**src/rtl/ctrl_pipe_pkg.sv**
```systemverilog
// Control-bundle layout, forward-select encodings and the bubble constant shared by the
// control pipeline and its hazard unit.
package ctrl_pipe_pkg;

    localparam int ALUOP_W = 4;
    localparam int CTRL_W  = ALUOP_W + 9;

    localparam int CTRL_JUMP       = 0;
    localparam int CTRL_BRANCH     = 1;
    localparam int CTRL_RWSEL      = 2;
    localparam int CTRL_ALUSRC_LSB = 3;
    localparam int CTRL_ALUOP_LSB  = 5;
    localparam int CTRL_MEMWRITE   = CTRL_ALUOP_LSB + ALUOP_W;
    localparam int CTRL_MEMREAD    = CTRL_MEMWRITE + 1;
    localparam int CTRL_MEMTOREG   = CTRL_MEMWRITE + 2;
    localparam int CTRL_REGWRITE   = CTRL_MEMWRITE + 3;

    localparam logic [1:0] FWD_RF  = 2'b00;
    localparam logic [1:0] FWD_MEM = 2'b01;
    localparam logic [1:0] FWD_WB  = 2'b10;

    localparam logic [CTRL_W-1:0] BUBBLE = '0;

endpackage

```
**src/rtl/ctrl_pipe_stage_hazard.sv**
```systemverilog
// Combinational RAW/load-use detection, IF/ID stall/flush and EX bubble request; zero latency.
// CTRL_PIPE_FWD_EN adds MEM/WB forward selects and narrows stalls to load-use only.
module ctrl_hazard_unit
    import ctrl_pipe_pkg::*;
#(
    parameter int REG_ADDR_W = 5
) (
    input  logic                  rst,
    input  logic                  mem_wait,
    input  logic                  ex_taken,
    input  logic                  id_valid,
    input  logic [REG_ADDR_W-1:0] id_rs1,
    input  logic [REG_ADDR_W-1:0] id_rs2,
    input  logic                  ex_valid,
    input  logic                  ex_regwrite,
    input  logic [REG_ADDR_W-1:0] ex_rd,
    input  logic                  mem_valid,
    input  logic                  mem_regwrite,
    input  logic [REG_ADDR_W-1:0] mem_rd,
`ifdef CTRL_PIPE_FWD_EN
    input  logic                  ex_memread,
    input  logic                  wb_valid,
    input  logic                  wb_regwrite,
    input  logic [REG_ADDR_W-1:0] wb_rd,
    output logic [1:0]            fwd_a,
    output logic [1:0]            fwd_b,
`endif
    output logic                  stall_if_id,
    output logic                  flush_if_id,
    output logic                  ex_bubble
);

    // A producer only counts if it really writes a nonzero register and ID is real.
    logic ex_wr;
    logic mem_wr;
    logic ex_hit;
    logic mem_hit_a;
    logic mem_hit_b;
    logic raw_stall;

    assign ex_wr     = id_valid && ex_valid && ex_regwrite && (ex_rd != '0);
    assign mem_wr    = id_valid && mem_valid && mem_regwrite && (mem_rd != '0);
    assign ex_hit    = ex_wr && ((ex_rd == id_rs1) || (ex_rd == id_rs2));
    assign mem_hit_a = mem_wr && (mem_rd == id_rs1);
    assign mem_hit_b = mem_wr && (mem_rd == id_rs2);

`ifdef CTRL_PIPE_FWD_EN
    logic wb_wr;

    assign wb_wr     = id_valid && wb_valid && wb_regwrite && (wb_rd != '0);
    assign raw_stall = ex_hit && ex_memread;

    always_comb begin
        fwd_a = FWD_RF;
        fwd_b = FWD_RF;
        if (!rst) begin
            if (mem_hit_a)                      fwd_a = FWD_MEM;
            else if (wb_wr && wb_rd == id_rs1)  fwd_a = FWD_WB;
            if (mem_hit_b)                      fwd_b = FWD_MEM;
            else if (wb_wr && wb_rd == id_rs2)  fwd_b = FWD_WB;
        end
    end
`else
    assign raw_stall = ex_hit || mem_hit_a || mem_hit_b;
`endif

    always_comb begin
        stall_if_id = 1'b0;
        flush_if_id = 1'b0;
        ex_bubble   = 1'b0;
        if (rst) begin
            stall_if_id = 1'b0;
        end else if (mem_wait) begin
            stall_if_id = 1'b1;
        end else if (ex_taken) begin
            flush_if_id = 1'b1;
            ex_bubble   = 1'b1;
        end else if (raw_stall) begin
            stall_if_id = 1'b1;
            ex_bubble   = 1'b1;
        end
    end

endmodule

```
**src/rtl/ctrl_pipe_stage.sv**
```systemverilog
// EX/MEM/WB control pipeline registers (1 cycle per stage) with bubble insertion on hazard or
// taken branch and a full freeze on mem_wait; CTRL_PIPE_FWD_EN exposes fwd_a/fwd_b.
module ctrl_pipe_stage
    import ctrl_pipe_pkg::*;
#(
    parameter int REG_ADDR_W = 5
) (
    input  logic                  clk,
    input  logic                  rst,
    input  logic                  id_valid,
    input  logic [CTRL_W-1:0]     id_ctrl,
    input  logic [REG_ADDR_W-1:0] id_rs1,
    input  logic [REG_ADDR_W-1:0] id_rs2,
    input  logic [REG_ADDR_W-1:0] id_rd,
    input  logic                  ex_taken,
    input  logic                  mem_wait,
    output logic [CTRL_W-1:0]     ex_ctrl,
    output logic [REG_ADDR_W-1:0] ex_rd,
    output logic                  ex_valid,
    output logic [CTRL_W-1:0]     mem_ctrl,
    output logic [REG_ADDR_W-1:0] mem_rd,
    output logic                  mem_valid,
    output logic                  wb_regwrite,
    output logic                  wb_memtoreg,
    output logic                  wb_rwsel,
    output logic [REG_ADDR_W-1:0] wb_rd,
    output logic                  stall_if_id,
`ifdef CTRL_PIPE_FWD_EN
    output logic [1:0]            fwd_a,
    output logic [1:0]            fwd_b,
`endif
    output logic                  flush_if_id
);

    logic                  ex_valid_q,    ex_valid_d;
    logic [CTRL_W-1:0]     ex_ctrl_q,     ex_ctrl_d;
    logic [REG_ADDR_W-1:0] ex_rd_q,       ex_rd_d;
    logic                  mem_valid_q,   mem_valid_d;
    logic [CTRL_W-1:0]     mem_ctrl_q,    mem_ctrl_d;
    logic [REG_ADDR_W-1:0] mem_rd_q,      mem_rd_d;
    logic                  wb_valid_q,    wb_valid_d;
    logic                  wb_regwrite_q, wb_regwrite_d;
    logic                  wb_memtoreg_q, wb_memtoreg_d;
    logic                  wb_rwsel_q,    wb_rwsel_d;
    logic [REG_ADDR_W-1:0] wb_rd_q,       wb_rd_d;
    logic                  ex_bubble;

    ctrl_hazard_unit #(
        .REG_ADDR_W (REG_ADDR_W)
    ) u_hazard (
        .rst          (rst),
        .mem_wait     (mem_wait),
        .ex_taken     (ex_taken),
        .id_valid     (id_valid),
        .id_rs1       (id_rs1),
        .id_rs2       (id_rs2),
        .ex_valid     (ex_valid_q),
        .ex_regwrite  (ex_ctrl_q[CTRL_REGWRITE]),
        .ex_rd        (ex_rd_q),
        .mem_valid    (mem_valid_q),
        .mem_regwrite (mem_ctrl_q[CTRL_REGWRITE]),
        .mem_rd       (mem_rd_q),
`ifdef CTRL_PIPE_FWD_EN
        .ex_memread   (ex_ctrl_q[CTRL_MEMREAD]),
        .wb_valid     (wb_valid_q),
        .wb_regwrite  (wb_regwrite_q),
        .wb_rd        (wb_rd_q),
        .fwd_a        (fwd_a),
        .fwd_b        (fwd_b),
`endif
        .stall_if_id  (stall_if_id),
        .flush_if_id  (flush_if_id),
        .ex_bubble    (ex_bubble)
    );

    always_comb begin
        ex_valid_d    = ex_valid_q;
        ex_ctrl_d     = ex_ctrl_q;
        ex_rd_d       = ex_rd_q;
        mem_valid_d   = mem_valid_q;
        mem_ctrl_d    = mem_ctrl_q;
        mem_rd_d      = mem_rd_q;
        wb_valid_d    = wb_valid_q;
        wb_regwrite_d = wb_regwrite_q;
        wb_memtoreg_d = wb_memtoreg_q;
        wb_rwsel_d    = wb_rwsel_q;
        wb_rd_d       = wb_rd_q;
        if (!mem_wait) begin
            if (ex_bubble) begin
                ex_valid_d = 1'b0;
                ex_ctrl_d  = BUBBLE;
                ex_rd_d    = '0;
            end else begin
                ex_valid_d = id_valid;
                ex_ctrl_d  = id_valid ? id_ctrl : BUBBLE;
                ex_rd_d    = id_rd;
            end
            mem_valid_d   = ex_valid_q;
            mem_ctrl_d    = ex_ctrl_q;
            mem_rd_d      = ex_rd_q;
            // WB keeps only the fields the writeback path consumes.
            wb_valid_d    = mem_valid_q;
            wb_regwrite_d = mem_ctrl_q[CTRL_REGWRITE];
            wb_memtoreg_d = mem_ctrl_q[CTRL_MEMTOREG];
            wb_rwsel_d    = mem_ctrl_q[CTRL_RWSEL];
            wb_rd_d       = mem_rd_q;
        end
    end

    always_ff @(posedge clk) begin
        if (rst) begin
            ex_valid_q    <= 1'b0;
            ex_ctrl_q     <= BUBBLE;
            ex_rd_q       <= '0;
            mem_valid_q   <= 1'b0;
            mem_ctrl_q    <= BUBBLE;
            mem_rd_q      <= '0;
            wb_valid_q    <= 1'b0;
            wb_regwrite_q <= 1'b0;
            wb_memtoreg_q <= 1'b0;
            wb_rwsel_q    <= 1'b0;
            wb_rd_q       <= '0;
        end else begin
            ex_valid_q    <= ex_valid_d;
            ex_ctrl_q     <= ex_ctrl_d;
            ex_rd_q       <= ex_rd_d;
            mem_valid_q   <= mem_valid_d;
            mem_ctrl_q    <= mem_ctrl_d;
            mem_rd_q      <= mem_rd_d;
            wb_valid_q    <= wb_valid_d;
            wb_regwrite_q <= wb_regwrite_d;
            wb_memtoreg_q <= wb_memtoreg_d;
            wb_rwsel_q    <= wb_rwsel_d;
            wb_rd_q       <= wb_rd_d;
        end
    end

    assign ex_valid    = ex_valid_q;
    assign ex_ctrl     = ex_ctrl_q;
    assign ex_rd       = ex_rd_q;
    assign mem_valid   = mem_valid_q;
    assign mem_ctrl    = mem_ctrl_q;
    assign mem_rd      = mem_rd_q;
    assign wb_regwrite = wb_valid_q && wb_regwrite_q;
    assign wb_memtoreg = wb_memtoreg_q;
    assign wb_rwsel    = wb_rwsel_q;
    assign wb_rd       = wb_rd_q;

endmodule

```
**config.mk**
```make
export PLATFORM = sky130hd
export DESIGN_NAME = ctrl_pipe_stage
export DESIGN_NICKNAME = d
export VERILOG_FILES = /design/src/rtl/ctrl_pipe_pkg.sv /design/src/rtl/ctrl_pipe_stage_hazard.sv /design/src/rtl/ctrl_pipe_stage.sv
export SDC_FILE = /design/constraint.sdc
export NUM_CORES = 1
export LEC_CHECK = 0
export ABC_AREA = 0
export CAP_MARGIN = 40
export CELL_PAD_IN_SITES_DETAIL_PLACEMENT = 0
export CELL_PAD_IN_SITES_GLOBAL_PLACEMENT = 1
export CORE_MARGIN = 2
export CORE_UTILIZATION = 34
export DETAILED_ROUTE_END_ITERATION = 16
export PLACE_DENSITY_LB_ADDON = 0.15
export SYNTH_ARGS = -nofsm -noshare
export SYNTH_HDL_FRONTEND = slang
export SYNTH_SLANG_ARGS = --single-unit
```
**constraint.sdc**
```tcl
create_clock -name clk -period 4.4 [get_ports clk]
set_input_delay 0.88 -clock clk [delete_from_list [all_inputs] [get_ports clk]]
set_output_delay 0.88 -clock clk [all_outputs]
set_load 0.05 [all_outputs]
```
==> run_summary.xml <==
<?xml version="1.0" encoding="UTF-8"?>
<metrics>
  <group name="clocking">
    <metric name="sink_count" unit="">47</metric>
    <metric name="cts.hold.buffers_added" unit="">0</metric>
    <metric name="cts_htree_levels" unit="">2</metric>
    <metric name="worst_setup_hold_path_clk_slew" unit="ns">0.09</metric>
    <metric name="cts_buffer_depth" unit="">2</metric>
    <metric name="worst_skew_pair.late_latency" unit="ns">0.29</metric>
    <metric name="cts_setup_buffers" unit="">0</metric>
    <metric name="cts-buffers-inserted" unit="">5</metric>
    <metric name="cts_root_buf" unit="">sky130_fd_sc_hd__clkbuf_8</metric>
    <metric name="cts_resized" unit="">0</metric>
    <metric name="tritoncts" unit="">yes</metric>
  </group>
  <group name="sta">
    <metric name="clock-skew-final" unit="ns">0.00247</metric>
    <metric name="worst_slew_pin_slew" unit="ns">0.799</metric>
    <metric name="slew_viol_final" unit="">0</metric>
    <metric name="timing.max_slew.rel_slack" unit="">0.465</metric>
    <metric name="min_period_over_period" unit="">0.746</metric>
    <metric name="timing.final.crit_period" unit="ns">3.28</metric>
    <metric name="final-setup-viol-count" unit="">0</metric>
    <metric name="setup_total_negative_slack" unit="ns">0</metric>
    <metric name="rsz0062_at_grt" unit="">false</metric>
    <metric name="max_freq" unit="MHz">305</metric>
    <metric name="timing_hold_violations_final" unit="">0</metric>
    <metric name="timing.final.ws_setup" unit="ns">1.12</metric>
  </group>
  <group name="global_routing">
    <metric name="first_global_vias" unit="">1595</metric>
    <metric name="track_usage" unit="">0.155</metric>
    <metric name="grt_max_degree" unit="">32</metric>
    <metric name="grt_antenna_before_repair" unit="">0</metric>
    <metric name="first_pass_grt_wire_length" unit="um">7700</metric>
    <metric name="grt.overflow.total" unit="">0</metric>
  </group>
  <group name="place">
    <metric name="place.gp.congestion" unit="">0.733</metric>
    <metric name="detailed_place.area" unit="sq um">2880</metric>
    <metric name="port-buffer-count" unit="">80</metric>
    <metric name="placed_wire_length_estimate_after_detailed_placement" unit="um">3400</metric>
    <metric name="place_worst_setup_slack" unit="ns">1.12</metric>
  </group>
  <group name="yosys">
    <metric name="postSynthAreaPerCell" unit="sq um">9.38</metric>
    <metric name="syn_nets" unit="">249</metric>
    <metric name="synth-edff-count" unit="">0</metric>
    <metric name="synth-async-reset-ratio" unit="">0</metric>
    <metric name="synth_instances" unit="">216</metric>
    <metric name="yosysTopAreaCell" unit="">sky130_fd_sc_hd__dfxtp_1</metric>
    <metric name="ys.warnings.count" unit="">0</metric>
    <metric name="yosys.cell_types.count" unit="">20</metric>
    <metric name="seq_area_frac_synth" unit="">0.464</metric>
    <metric name="ys_dominant_reg_cell" unit="">sky130_fd_sc_hd__dfxtp_1</metric>
    <metric name="synth_top_area_share" unit="">0.464</metric>
    <metric name="ys_ff_latch" unit="">47</metric>
    <metric name="mappedNetlistArea" unit="sq um">2030</metric>
    <metric name="synth.top_cells.by_area" unit="">sky130_fd_sc_hd__dfxtp_1, sky130_fd_sc_hd__mux2i_1, sky130_fd_sc_hd__xor2_1, sky130_fd_sc_hd__o21ai_2, sky130_fd_sc_hd__nand2_1</metric>
  </group>
  <group name="layout">
    <metric name="antennaDiodeCount" unit="">0</metric>
    <metric name="final_area" unit="sq um">2990</metric>
    <metric name="drive_gt1_frac" unit="">0.123</metric>
    <metric name="area.growth.synth_to_final" unit="%">47.5</metric>
    <metric name="final_net_count" unit="">325</metric>
  </group>
  <group name="detailed_routing">
    <metric name="route.detailed.vias_per_inst" unit="">4.48</metric>
    <metric name="antenna_left" unit="">0</metric>
    <metric name="drt_pass1_iterations" unit="">4</metric>
    <metric name="drcViolationCount" unit="">0</metric>
    <metric name="num_vias" unit="">1649</metric>
    <metric name="drt_first_iter_violations" unit="">40</metric>
    <metric name="drt_wl_total" unit="um">4930</metric>
    <metric name="avgRoutedWirePerCell" unit="um">13.4</metric>
  </group>
  <group name="hold_path">
    <metric name="holdCritPathClass" unit="">flop to flop</metric>
    <metric name="hold_path_depth" unit="">2</metric>
    <metric name="worstHoldStart" unit="">ex_ctrl[9]</metric>
    <metric name="hold-path-endpoint" unit="">ex_ctrl[9]</metric>
  </group>
  <group name="pwr">
    <metric name="powerDensity" unit="nW/um^2">297</metric>
    <metric name="cell_internal_pwr" unit="mW">0.663</metric>
    <metric name="sequential_share_of_power" unit="">0.499</metric>
    <metric name="power.share.combinational" unit="">0.147</metric>
    <metric name="standby_leakage_power" unit="nW">1.22</metric>
    <metric name="part_of_the_power_in_the_clock_network" unit="">0.354</metric>
    <metric name="max-vdd-ir-drop" unit="uV">148</metric>
    <metric name="power.switching_fraction" unit="">0.254</metric>
    <metric name="total_switching_power" unit="mW">0.225</metric>
  </group>
  <group name="setup_path">
    <metric name="worstPathArrival" unit="ns">2.40</metric>
    <metric name="setup.worst_path.start_class" unit="">input port</metric>
    <metric name="startpoint" unit="">id_rs2[2]</metric>
    <metric name="reg2reg_slack" unit="ns">2.63</metric>
    <metric name="critical_path.top_delay_family" unit="">buffers and inverters</metric>
    <metric name="max_stage_delay" unit="ns">0.45</metric>
    <metric name="worst-endpoint-required" unit="ns">3.52</metric>
    <metric name="timing.critical_path.cells" unit="">clkdlybuf4s50_1 -&gt; xor2_1 -&gt; nor3_1 -&gt; a22oi_1 -&gt; o22ai_2 -&gt; a21o_1 -&gt; buf_12</metric>
    <metric name="crit_path_end_kind" unit="">output pin</metric>
    <metric name="critical-path-slowest-cell" unit="">sky130_fd_sc_hd__clkdlybuf4s50_1</metric>
    <metric name="worst-r2r-cell-count" unit="">5</metric>
    <metric name="crit-reg2reg-launch" unit="">mem_rd[2]</metric>
    <metric name="buffers_and_inverters_on_the_worst_path" unit="">2</metric>
    <metric name="setup.worst_path.class" unit="">input port to output pin</metric>
    <metric name="worstReg2RegEnd" unit="">ex_ctrl[1]</metric>
    <metric name="cp_max_fo" unit="">2</metric>
  </group>
  <group name="status">
    <metric name="outcome" unit="">finished, final reports clean</metric>
  </group>
  <group name="floorplanning">
    <metric name="die_h" unit="um">81.2</metric>
    <metric name="design.portCount" unit="">81</metric>
    <metric name="initial_core_util" unit="">0.346</metric>
    <metric name="chipWidth" unit="um">81.2</metric>
    <metric name="fp.coreArea" unit="sq um">5850</metric>
    <metric name="row_count" unit="">28</metric>
    <metric name="fp.dieArea" unit="sq um">6590</metric>
  </group>
  <group name="run">
    <metric name="max_cap_violations" unit="">0</metric>
  </group>
</metrics>
==> worst max path at each step <==
stage | slack, ns | depth (start not counted) | endpoint
floorplan | 0.92 | 4 | flush_if_id
global placement | 1.10 | 7 | stall_if_id
detailed placement | 1.12 | 7 | stall_if_id
CTS | 1.10 | 7 | stall_if_id
global route | 0.99 | 7 | stall_if_id
finish | 1.12 | 7 | stall_if_id
==> power groups by stage <==
stage | Combinational, mW | Clock (mW) | Sequential [mW]
after floorplan | 0.0468 | 0 | 0.478
after global placement | 0.132 | 0 | 0.453
after detailed placement | 0.132 | 0 | 0.453
after CTS | 0.132 | 0.327 | 0.443
after global routing | 0.140 | 0.344 | 0.445
final | 0.131 | 0.315 | 0.443
==> worst min-delay path: stages, from the launching register on <==
cell                      delay [ns]
sky130_fd_sc_hd__dfxtp_1        0.33
sky130_fd_sc_hd__nand2_1        0.07
sky130_fd_sc_hd__o21ai_2        0.04
==> Yosys cell counts (3+ instances only) <==
library cell,instances
sky130_fd_sc_hd__nor3_1,4
sky130_fd_sc_hd__buf_2,3
sky130_fd_sc_hd__dfxtp_1,47
sky130_fd_sc_hd__mux2i_1,28
sky130_fd_sc_hd__nor2_1,33
sky130_fd_sc_hd__o21ai_2,19
sky130_fd_sc_hd__xor2_1,20
sky130_fd_sc_hd__clkbuf_1,7
sky130_fd_sc_hd__nand2_1,38
==> layer usage <==
layer  track usage  vias up  share of wire
li1              -      858              -
met1         0.191      738           0.46
met2         0.269       48           0.48
met3        0.0367        5          0.049
met4        0.0458        0         0.0099
met5             0        -              0
==> through the flow <==
step | std cells | hold WS [ns] | power, mW | util
5_1_grt | 368 | 0.495 | 0.929 | 0.511
4_1_cts | 368 | 0.478 | 0.903 | 0.511
6_report | 368 | 0.476 | 0.888 | 0.511
3_3_place_gp | 360 | 0.461 | 0.585 | 0.491
2_1_floorplan | 216 | 0.455 | 0.525 | -
3_5_place_dp | 360 | 0.465 | 0.585 | 0.491
==> registers in the layout (all words and copies together), names as in the netlist <==
| signal | flops |
|---|---|
| ex_ctrl | 13 |
| mem_ctrl | 13 |
| ex_rd | 5 |
| mem_rd | 5 |
| wb_rd | 5 |
| ex_valid | 1 |
| mem_valid | 1 |
| wb_memtoreg | 1 |
| wb_regwrite_q | 1 |
| wb_rwsel | 1 |
| wb_valid_q | 1 |
==> cells by family after synthesis <==
group / share of synthesized area
and+or+nand+nor: 0.167
DFF: 0.464
muxes: 0.138
AOI/OAI and AO/OA: 0.105
xor gates and xnor gates: 0.0865
buffers and inverters: 0.0389
==> cells in the final DEF, fill, tap and decap left out, types with 2 or more instances in the layout <==
master / synthesis / layout
sky130_fd_sc_hd__a22oi_1: 2 / 2
sky130_fd_sc_hd__and2_1: 2 / 2
sky130_fd_sc_hd__buf_4: 2 / 4
sky130_fd_sc_hd__clkbuf_8: 0 / 5
sky130_fd_sc_hd__clkdlybuf4s50_1: 0 / 77
sky130_fd_sc_hd__dfxtp_1: 47 / 47
sky130_fd_sc_hd__mux2i_1: 28 / 28
sky130_fd_sc_hd__nand2_1: 38 / 38
sky130_fd_sc_hd__nor2_1: 33 / 33
sky130_fd_sc_hd__nor3_1: 4 / 4
sky130_fd_sc_hd__o2111ai_1: 2 / 2
sky130_fd_sc_hd__o21ai_2: 19 / 19
sky130_fd_sc_hd__or4_1: 2 / 2
sky130_fd_sc_hd__xor2_1: 20 / 20
==> cell type report <==
type                    count  area, sq um
clock buffers               5         68.8
clock inverters             3         43.8
fillers                   560         2860
multi-input cells         155         1010
flip-flops and latches     47          941
well taps                  75         93.8
repair buffers             83          826
Power figures use the tool's default switching activity.
